[src/rtl/demux1to8_32bit_reg.sv]
// Registered 1-to-8 demultiplexer for WIDTH-bit words with a valid/ready handshake
// on the input and a one-entry buffer per output lane; lanes stall independently.
module demux1to8_32bit_reg #(
    parameter int WIDTH = 32,
    parameter int CNT_W = 16
) (
    input  logic             clk,
    input  logic             reset,
    input  logic [0:WIDTH-1] in,
    input  logic [0:2]       sel,
    input  logic             in_valid,
    output logic             in_ready,
    output logic [0:WIDTH-1] out0,
    output logic [0:WIDTH-1] out1,
    output logic [0:WIDTH-1] out2,
    output logic [0:WIDTH-1] out3,
    output logic [0:WIDTH-1] out4,
    output logic [0:WIDTH-1] out5,
    output logic [0:WIDTH-1] out6,
    output logic [0:WIDTH-1] out7,
    output logic [0:7]       out_valid,
    input  logic [0:7]       out_ready,
    output logic [0:CNT_W-1] count
);

    logic [0:WIDTH-1] data_q [0:7];
    logic [0:WIDTH-1] data_d [0:7];
    logic [0:7]       valid_q;
    logic [0:7]       valid_d;
    logic [0:CNT_W-1] count_q;
    logic [0:CNT_W-1] count_d;
    logic             acc_s;

    // A full lane may refill in the cycle it drains, so ready looks at the lane's consumer too.
    always_comb begin
        in_ready = !reset && (!valid_q[sel] || out_ready[sel]);
        acc_s    = in_valid && in_ready;
    end

    // Per-lane next state: reset, then load (wins over drain), then drain, else hold.
    always_comb begin
        for (int k = 0; k < 8; k++) begin
            data_d[k]  = data_q[k];
            valid_d[k] = valid_q[k];
            if (reset) begin
                data_d[k]  = '0;
                valid_d[k] = 1'b0;
            end else if (acc_s && (sel == 3'(k))) begin
                data_d[k]  = in;
                valid_d[k] = 1'b1;
            end else if (valid_q[k] && out_ready[k]) begin
                valid_d[k] = 1'b0;
            end else begin
                valid_d[k] = valid_q[k];
            end
        end
    end

    // Accepted-word counter, wraps silently.
    always_comb begin
        count_d = count_q;
        if (reset) begin
            count_d = '0;
        end else if (acc_s) begin
            count_d = count_q + CNT_W'(1);
        end else begin
            count_d = count_q;
        end
    end

    // State registers.
    always_ff @(posedge clk) begin
        data_q  <= data_d;
        valid_q <= valid_d;
        count_q <= count_d;
    end

    // Output wiring straight from the registers.
    always_comb begin
        out0      = data_q[0];
        out1      = data_q[1];
        out2      = data_q[2];
        out3      = data_q[3];
        out4      = data_q[4];
        out5      = data_q[5];
        out6      = data_q[6];
        out7      = data_q[7];
        out_valid = valid_q;
        count     = count_q;
    end

endmodule

[config.mk]
export PLATFORM = sky130hd
export DESIGN_NAME = demux1to8_32bit_reg
export DESIGN_NICKNAME = d
export VERILOG_FILES = /design/src/rtl/demux1to8_32bit_reg.sv
export SDC_FILE = /design/constraint.sdc
export NUM_CORES = 1
export LEC_CHECK = 0
export ABC_AREA = 1
export ABC_CLOCK_PERIOD_IN_PS = 3600
export CORE_MARGIN = 2
export CORE_UTILIZATION = 30
export DETAILED_ROUTE_END_ITERATION = 12
export RECOVER_POWER = 100
export SYNTH_ARGS = -nofsm -noshare
export SYNTH_HDL_FRONTEND = slang
export SYNTH_SLANG_ARGS = --single-unit
[constraint.sdc]
create_clock -name clk -period 3.6 [get_ports clk]
set_input_delay 0.54 -clock clk [delete_from_list [all_inputs] [get_ports clk]]
set_output_delay 0.54 -clock clk [all_outputs]
set_load 0.01 [all_outputs]
Word level (Yosys, flattened, before mapping):

Index checks and enable logic that the tools add are counted.
Widths: inputs -> output; s select.

* register bits: 280
* output and inout bits: 281
* input bits: 46

* bitwise gates (word level): 1
* equal/unequal tests: 7
* magnitude comparators: 1
* muxes and demuxes: 22
* reduce and logical (&&, ||, !) cells: 30
* add/sub/neg operators: 1

Operators by type and width (count)
* $mux 1: 20
* $logic_and 1x1->1: 18
* $add 16x1->16 const B: 1
* $reduce_bool 2->1: 8
* $eq 3x3->1 const B: 4
* $bmux 1 s3: 2
* $eq 3x2->1 const B: 2
* $ge 4x4->1 const B: 1
* $not 3->4: 1
* $eq 3x1->1 const B: 1
* $logic_not 3->1: 1
* $logic_not 1->1: 2
* $logic_or 1x1->1: 1

Longest topological paths before layout:

Gate-level depths: netlist (run 1).

* depth after elaboration: 10
* depth in mapped cells: 14
* depth with buffers taken out: 11

Worst setup path after synthesis (run 1):

OpenSTA, ideal clock, no wires.

* path type: input port to output port
* from: input port sel[2] (netlist name)
* to: output port in_ready
* data required time: 3.060 ns
* path buffers: 2
* arrival time: 1.502 ns
* setup slack: 1.558 ns
* stages on the path: 9
* cells stage by stage: buf_4 > nor2_1 > nand2_1 > nand3_1 > nor2_1 > nand2_1 > nand2_1 > nor2_2 > buf_2

* word-level cells in the longest chain between the ends: 7
* elaborated cells on any way between the ends: 10
* those cells by class: mux (6); bitwise (1); reduce/logical (3)

Ends and longest elaborated chain
* from (decl): line 10 `input logic [0:2] sel,`
* $not 3->4 (implied by the code) (*): line 36 `in_ready = !reset && (!valid_q[sel] || out_ready[sel]);`
* $bmux 1 s3: line 36
* $mux 1 (implied by the code) (2 in series): line 36
* $logic_not 1->1: line 36
* $logic_or 1x1->1 (*): line 36
* $logic_and 1x1->1 (*): line 36
* to (decl): line 12 `output logic in_ready,`

Mark *: on every way between the ends. The rest lies on a longest branch, timed or not. The select of a mux whose other input is x is not followed.

Worst setup path in the final report (run 1):

Ends and elaborated chain as after synthesis.

==> flow_metrics.tcl, run 1 <==
set metrics [dict create \
    outcome "finished, final reports clean" \
    clk_latency_ns 0.52 \
    finalSetupViolCount 0 \
    hold_slack_ns 0.474 \
    worstSetupStartpointType "input port" \
    ctsHtreeMaxLevel 2 \
    relSlewSlack_pct 1.55 \
    yosysUniqueCellTypes 22 \
    clock_path_buffers 3 \
    async_reset_ff_share_pct 0 \
    synth_mux_area_share_pct 0 \
    cts_root_buffer "clkbuf_16" \
    synth_top_family_by_area "simple AND/OR/NAND/NOR gates" \
    via_per_inst 4.89 \
    dieArea_um2 41000 \
    io_buffers 326 \
    routed_wirelength_um 45200 \
    fin_nets 1989 \
    critPathArrivalTime_ns 2.80 \
    firstDrtPassIters 7 \
    ctsHoldBuffers 0 \
    drive_gt1_share_pct 4.94 \
    cts_setup_buffers 0 \
    synth_compound_gate_area_share_pct 1.06 \
    grt_max_degree 257 \
    grt-ovfl-total 0 \
    synth_cells 1693 \
    synthSimpleGateAreaFrac_pct 42.8 \
    period_minus_slack_ns 3.34 \
    min_path_type "flip-flop to flip-flop" \
    synth_edf_count 0 \
    p_seq_share_pct 43.5 \
    comb_power_share_pct 10.0 \
    synth_xor_area_share_pct 1.04 \
    path_clk_slew_ns 0.05 \
    critPathMaxFanout 7 \
    timing.fmax_ghz 0.300 \
    pre_cts_ws_ns 0.386 \
    track_usage_pct 21.3 \
    peakVddDrop_v 0.000326 \
    n_antenna_cell 0 \
    antenna_found_initial 0 \
    io_pins 327 \
    fin_total_pwr_w 0.00736 \
    ant_nets 0 \
    clock_sinks 280 \
    synth_top_area_share_pct 47.5 \
    report.final.slew_viol_count 0 \
    powerDensity_nw_per_um2 445 \
    setup-tns-final_ns 0 \
    initial_utilization_pct 30.5 \
    vias 12100 \
    multi_input_area_um2 5390 \
    cts_made_buffers 34 \
    cts_resized 0 \
    skew_ns 0.00897 \
    dp_hpwl_um 28600 \
    synth_nets 1740 \
    drc 0 \
    finalCritPeriodShare_pct 92.7 \
    first_iter_violations 912 \
    cts_tree "built" \
    num_rows 72 \
    syn_area_um2 11800 \
    crit_type "input port to primary output" \
    power_frac_clock_pct 46.4 \
    power.leakage_nw 7.29 \
    setup.worst_path.end_class "primary output" \
    drv_cap 0 \
    synthTopCellsByArea "dfxtp_1 (47%), nor2_1 (17%), nand4_1 (14%), nand2_1 (11%), inv_1 (2.2%)" \
    place.gp.congestion 0.891 \
    coreArea_um2 38700 \
    synthAdderAreaFrac_pct 0.106 \
    avgSynthCellArea_um2 6.98 \
    synth_seq_area_share_pct 47.5 \
    synthMostInstantiatedCell "nor2_1" \
    dieWidth_um 202 \
    finalHoldViolCount 0 \
    synth_top_cells_by_count "nor2_1 (546), nand2_1 (334), dfxtp_1 (280)" \
    yosys_warnings 0 \
    fillers 3918 \
    synth_seq_cells 280 \
    syn2layout_area_growth_pct 40.0 \
    power.switching_w 0.00187 \
    grt_pass1_wl_um 68100 \
    synth_ff_type "dfxtp_1" \
    rsz0062_at_grt "no" \
    worstPathRequired_ns 3.06 \
    tightestPinTransition_ns 1.48 \
    yosys.area.top_type "dfxtp_1" \
    internal_power_w 0.00549 \
    grt_pass1_vias 11300 \
    utilization_pct 42.7 \
    seq_area_um2 5610 \
    die_y_um 202 \
    fin_ws_ns 0.262 \
    swShare_pct 25.4 \
    wire_per_inst_um 18.2 \
]
==> critical path, stage by stage <==
cell and delay [ns]:
dlygate4sd3_1 0.61, buf_4 0.19, nor2_1 0.24, nand2_1 0.10, nand3_1 0.08, nor2_1 0.04
nand2_1 0.08, nand2_1 0.09, nor2_4 0.16, dlygate4sd3_1 0.67
==> logic make-up after synthesis <==
family | after synthesis
AND/OR/NAND/NOR | 1161
flip-flops | 280
buffers and inverters | 212
AO/OA/AOI/OAI | 25
XOR/XNOR | 14
adder cells (fa/ha/maj) | 1
==> power by group through the flow <==
| stage | sequential [W] | combinational (W) | clock [W] |
|---|---|---|---|
| after CTS | 0.00321 | 0.000767 | 0.00351 |
| after global routing | 0.00321 | 0.000804 | 0.00366 |
| after global placement | 0.00327 | 0.000759 | 0 |
| after floorplan | 0.00330 | 0.000379 | 0 |
| after detailed placement | 0.00328 | 0.000765 | 0 |
| final | 0.00321 | 0.000739 | 0.00342 |
==> sequential cells by signal, summed over array words and instances, names as in the netlist <==
name       cells
count         16
out0          32
out1          32
out2          32
out3          32
out4          32
out5          32
out6          32
out7          32
out_valid      8
==> cell usage in the layout (no fill, tap or decap), drive strengths merged <==
cell and instances:
dfxtp 280, dlygate4sd3 282, nand2 335, nand3b 1, clkinv 5, clkbuf 62
nor3 3, nand4 257, ha 1, a21oi 22, inv 71, o21ai 3
clkdlybuf4s50 43, bufinv 1, nand3 15, nor2 550, clkinvlp 1, buf 17
xnor2 4, xor2 10
==> metal layers <==
metal,part of all wire [%],global-route usage (%),vias up,wire length (um)
met5,0,0,-,0
met4,2.6,6.75,0,1180
met3,8.1,5.34,67,3650
met2,45,33.8,460,20600
met1,44,28.5,5617,19800
li1,-,-,5989,-
==> stage by stage <==
stage	cell area [um^2]	cells
after floorplan	11800	1693
after global placement	15500	2424
after detailed placement	15500	2424
after CTS	16600	2481
after global routing	16500	2481
final	16500	2481
==> worst paths after layout <==
kind / from / end / slack, ns / cells past startpoint
setup reg to reg: out_valid[1] / out4[8] / 1.12 / 11
hold / removal: out1[25] / out1[25] / 0.47 / 2
setup / recovery: sel[2] / in_ready / 0.26 / 10
hold reg to reg: out1[25] / out1[25] / 0.47 / 2
==> final cells by class <==
type | instances | share of cell area [%]
Clock inverter | 7 | 0.446
Clock buffer | 50 | 6.32
Sequential cell | 280 | 33.9
Inverter | 71 | 1.66
Timing Repair Buffer | 354 | 21.2
Multi-Input combinational cell | 1201 | 32.6
Tap cell | 518 | 3.92
Note: power is estimated with default switching activity, not from simulation.
==> run 2, diff against run 1 <==
- CELL_PAD_IN_SITES_DETAIL_PLACEMENT: unset -> 1
- CELL_PAD_IN_SITES_GLOBAL_PLACEMENT: unset -> 1
- PLACE_DENSITY_LB_ADDON: unset -> 0.3
- SETUP_SLACK_MARGIN: unset -> 0.02
==> run 2 against run 1 <==
Net effect:
- critical path depth down 2
- wire length up 7.3%
- sequential share of layout area decreased by 0.14 points
- flip-flop and latch count unchanged
- power up 1.8%
- count of clock-buffer cells in the layout is 2 lower
- die area unchanged
- clock skew increased by 0.0094 ns
- worst hold slack got worse by 0.0024 ns
- largest power group unchanged
- via count grew 1.5%
- highest routed layer unchanged
==> flow_metrics.tcl, run 2 (synthesis results as in run 1) <==
set metrics [dict create \
    cts_root_buffer "clkbuf_16" \
    setup.worst_path.end_class "primary output" \
    fin_nets 1991 \
    fin_area_um2 16600 \
    firstDrtPassIters 5 \
    vias 12300 \
    track_usage_pct 23.2 \
    peakVddDrop_v 0.000243 \
    clock_path_buffers 3 \
    cts_setup_buffers 0 \
    io_pins 327 \
    num_rows 72 \
    powerDensity_nw_per_um2 452 \
    die_y_um 202 \
    crit_type "input port to primary output" \
    timing.fmax_ghz 0.302 \
    ctsHoldBuffers 0 \
    cts_made_buffers 34 \
    wire_per_inst_um 19.5 \
    grt_max_degree 206 \
    dp_hpwl_um 31600 \
    worstPathRequired_ns 3.06 \
    critPathArrivalTime_ns 2.77 \
    setup-tns-final_ns 0 \
    final_cell_mix "nor2_1 (534), nand2_1 (334), dlygate4sd3_1 (282), dfxtp_1 (280), nand4_1 (256)" \
    outcome "finished, final reports clean" \
    drc 0 \
    finalHoldViolCount 0 \
    routed_wirelength_um 48500 \
    report.final.slew_viol_count 0 \
    rsz0062_at_grt "no" \
    grt_pass1_vias 12600 \
    ant_nets 0 \
    min_path_type "flip-flop to flip-flop" \
    post_dp_cell_area_um2 15500 \
    via_per_inst 4.96 \
    worstSetupStartpointType "input port" \
    place.gp.congestion 0.821 \
    ctsHtreeMaxLevel 2 \
    coreArea_um2 38700 \
    initial_utilization_pct 30.5 \
    finalSetupViolCount 0 \
    utilization_pct 42.9 \
    hold_slack_ns 0.471 \
    cts_tree "built" \
    grt-ovfl-total 0 \
    skew_ns 0.0183 \
    tightestPinTransition_ns 1.22 \
    drv_cap 0 \
    path_clk_slew_ns 0.05 \
    n_antenna_cell 0 \
    grt_pass1_wl_um 74400 \
    first_iter_violations 767 \
    mostFrequentLayoutCell "nor2_1" \
    critPathMaxFanout 10 \
    power.leakage_nw 7.34 \
    dieArea_um2 41000 \
    cts_resized 0 \
    io_buffers 326 \
    dieWidth_um 202 \
    fin_total_pwr_w 0.00750 \
    clk_latency_ns 0.53 \
    antenna_found_initial 0 \
    syn2layout_area_growth_pct 40.6 \
    clock_sinks 280 \
    period_minus_slack_ns 3.31 \
    drive_gt1_share_pct 5.34 \
    finalCritPeriodShare_pct 92.0 \
    relSlewSlack_pct 18.9 \
]
[run 2: cell types whose count changed in the layout (fill, tap and decap cells not counted), moves of 3 or more]
| cell | before | now |
|---|---|---|
| buf_4 | 13 | 19 |
| clkbuf_1 | 8 | 5 |
| clkbuf_2 | 8 | 4 |
| clkinv_2 | 2 | 9 |
| clkinv_4 | 3 | 0 |
[run 2: critical path, stage by stage]
cell and delay (ns):
dlygate4sd3_1 0.76, nand2_2 0.18, o21ai_0 0.28, inv_1 0.09, nand2_1 0.07, nor2_1 0.06, nor2_4 0.12, dlygate4sd3_1 0.67
[run 2: power by group]
part	switching, W	internal [W]
clock network	0.00138	0.00216
logic	0.000500	0.000249
registers	0.0000417	0.00317
[run 2: cell type report]
cell class | count | area, um^2
Clock inverter | 11 | 105
Sequential cell | 280 | 5610
Multi-Input combinational cell | 1201 | 5400
Timing Repair Buffer | 356 | 3530
Inverter | 71 | 274
Tap cell | 518 | 648
Clock buffer | 48 | 1050
Fill cell | 4800 | 22100
[run 2: layer usage]
| layer | vias to the layer above | GRT usage, % | part of all wire [%] | wire length (um) |
|---|---|---|---|---|
| li1 | 5997 | - | - | - |
| met5 | - | 0 | 0 | 0 |
| met2 | 361 | 37.2 | 45 | 22000 |
| met1 | 5891 | 31.0 | 45 | 22100 |
| met4 | 0 | 6.70 | 2.5 | 1200 |
| met3 | 65 | 5.53 | 6.7 | 3260 |
[run 2: worst paths after layout]
kind         slack (ns)  cells after the start         start        to
max                0.29                      8        sel[2]  in_ready
min                0.47                      2      out5[22]  out5[22]
max reg2reg        1.03                     10  out_valid[1]   out1[5]
min reg2reg        0.47                      2      out5[22]  out5[22]
[run 2: metrics by stage]
stage                     setup WS [ns]  instances
after global placement            0.424       2426
after CTS                         0.387       2485
after floorplan                    1.56       1693
after global routing              0.177       2485
final                             0.288       2485
after detailed placement          0.258       2426
==> run 3, diff against run 2 <==
- CORE_MARGIN: 2 -> unset
==> run 3 against run 2 <==
Net effect:
- non-clock buffer count fell by 3
- utilization barely moved
- count of clock-buffer cells in the layout rose by 3
- wire length rose by 0.23%
- critical endpoint unchanged
- via count rose by 1.6%
- sequential power barely moved
- power rose by 0.40%
- sequential share of layout area barely moved
==> flow_metrics.tcl, run 3 (synthesis results as in run 1) <==
set metrics [dict create \
    vias 12500 \
    final_cell_mix "nor2_1 (533), nand2_1 (334), dlygate4sd3_1 (281), dfxtp_1 (280), nand4_1 (257)" \
    dieArea_um2 40200 \
    critPathArrivalTime_ns 2.71 \
    cts_made_buffers 34 \
    path_clk_slew_ns 0.06 \
    grt_pass1_vias 12500 \
    io_buffers 326 \
    place.gp.congestion 0.884 \
    firstDrtPassIters 5 \
    fin_nets 1988 \
    syn2layout_area_growth_pct 40.5 \
    clock_path_buffers 3 \
    holdPathStages 2 \
    hold_slack_ns 0.472 \
    fin_area_um2 16600 \
    skew_ns 0.0152 \
    first_iter_violations 898 \
    powerDensity_nw_per_um2 454 \
    finalSetupViolCount 0 \
    wire_per_inst_um 19.6 \
    mostFrequentLayoutCell "nor2_1" \
    report.final.slew_viol_count 0 \
    rsz0062_at_grt "no" \
    wl_met3_um 2770 \
    grt-ovfl-total 0 \
    wl_met2_um 22200 \
    timing.fmax_ghz 0.308 \
    peakVddDrop_v 0.000225 \
    setup-tns-final_ns 0 \
    cts_root_buffer "clkbuf_16" \
    drv_cap 0 \
    num_rows 72 \
    worstSetupStartpointType "input port" \
    fin_ws_ns 0.349 \
    post_dp_cell_area_um2 15500 \
    highest_layer "met4" \
    pre_cts_ws_ns 0.273 \
    coreArea_um2 38700 \
    critPathMaxFanout 10 \
    timing.rr.end "out3[20]" \
    worstPathRequired_ns 3.06 \
    holdPathEnd "out5[19]" \
    power.leakage_nw 7.30 \
    track_usage_pct 23.6 \
    via_per_inst 5.04 \
    m1WireLength_um 22400 \
    crit_type "input port to primary output" \
    holdCritStartpoint "out5[19]" \
    cts_setup_buffers 0 \
    reg2reg_from "out_valid[4]" \
    min_path_type "flip-flop to flip-flop" \
    antenna_found_initial 0 \
    dp_hpwl_um 31200 \
    setup.worst_path.end_class "primary output" \
    cts_tree "built" \
    outcome "finished, final reports clean" \
    initial_utilization_pct 30.5 \
    ant_nets 0 \
    ctsHtreeMaxLevel 2 \
    stdcell_count 2483 \
    grt_max_degree 257 \
    clk_latency_ns 0.52 \
    period_minus_slack_ns 3.25 \
    clock_sinks 280 \
    drc 0 \
    n_antenna_cell 0 \
    cts_resized 0 \
    finalCritPeriodShare_pct 90.3 \
    drive_gt1_share_pct 5.19 \
    die_y_um 200 \
    grt_pass1_wl_um 74600 \
    io_pins 327 \
    dieWidth_um 200 \
    finalHoldViolCount 0 \
    ctsHoldBuffers 0 \
    tightestPinTransition_ns 1.45 \
    r2r_cells 11 \
    relSlewSlack_pct 3.62 \
    r2r_setup_slack_ns 0.98 \
    routed_wirelength_um 48700 \
    dp_cells 2423 \
]
## run 3: cell count changes in the layout (fill, tap and decap cells not counted), moves of 2 or more
cell and delta:
clkinv_2 -6, clkbuf_2 +2, clkinvlp_4 +3, buf_4 -5, clkbuf_1 +2, nor2_2 +2
## run 3: worst max-delay path by stage
stage	start	endpoint	slack, ns	cells after the start
after CTS	sel[2]	in_ready	0.38	8
after floorplan	sel[2]	in_ready	1.56	9
final	sel[2]	in_ready	0.35	8
after global placement	sel[2]	out_valid[5]	0.41	10
after detailed placement	sel[2]	count[7]	0.27	10
after global routing	sel[2]	out5[5]	0.16	13
## run 3: power by group
| part | switching, W | total [W] | leakage [nW] | internal, W |
|---|---|---|---|---|
| clock network | 0.00140 | 0.00357 | 0.565 | 0.00218 |
| logic | 0.000501 | 0.000746 | 4.47 | 0.000245 |
| registers | 0.0000428 | 0.00321 | 2.27 | 0.00316 |
## run 3: critical path, cell delays in order
cell	delay (ns)
clkdlybuf4s50_1	0.68
nand2_2	0.18
o21ai_0	0.28
inv_1	0.08
nand2_1	0.07
nor2_1	0.06
nor2_4	0.14
dlygate4sd3_1	0.67
## run 3: through the flow
step	utilization, %	total power, W
6_report	42.8	0.00753
4_1_cts	43.0	0.00763
2_1_floorplan	-	0.00368
5_1_grt	42.8	0.00779
3_3_place_gp	39.9	0.00404
3_5_place_dp	39.9	0.00405
## run 3: area by class of cell
| class | instances | area, um^2 |
|---|---|---|
| Fill cell | 4775 | 22100 |
| Clock buffer | 51 | 1060 |
| Clock inverter | 9 | 106 |
| Inverter | 71 | 274 |
| Sequential cell | 280 | 5610 |
| Multi-Input combinational cell | 1201 | 5390 |
| Tap cell | 518 | 648 |
| Timing Repair Buffer | 353 | 3510 |
## run 3: layer usage
layer	up-vias	global-route usage (%)
met5	-	0
li1	6000	-
met2	378	37.8
met3	78	4.51
met1	6049	32.0
met4	0	7.22
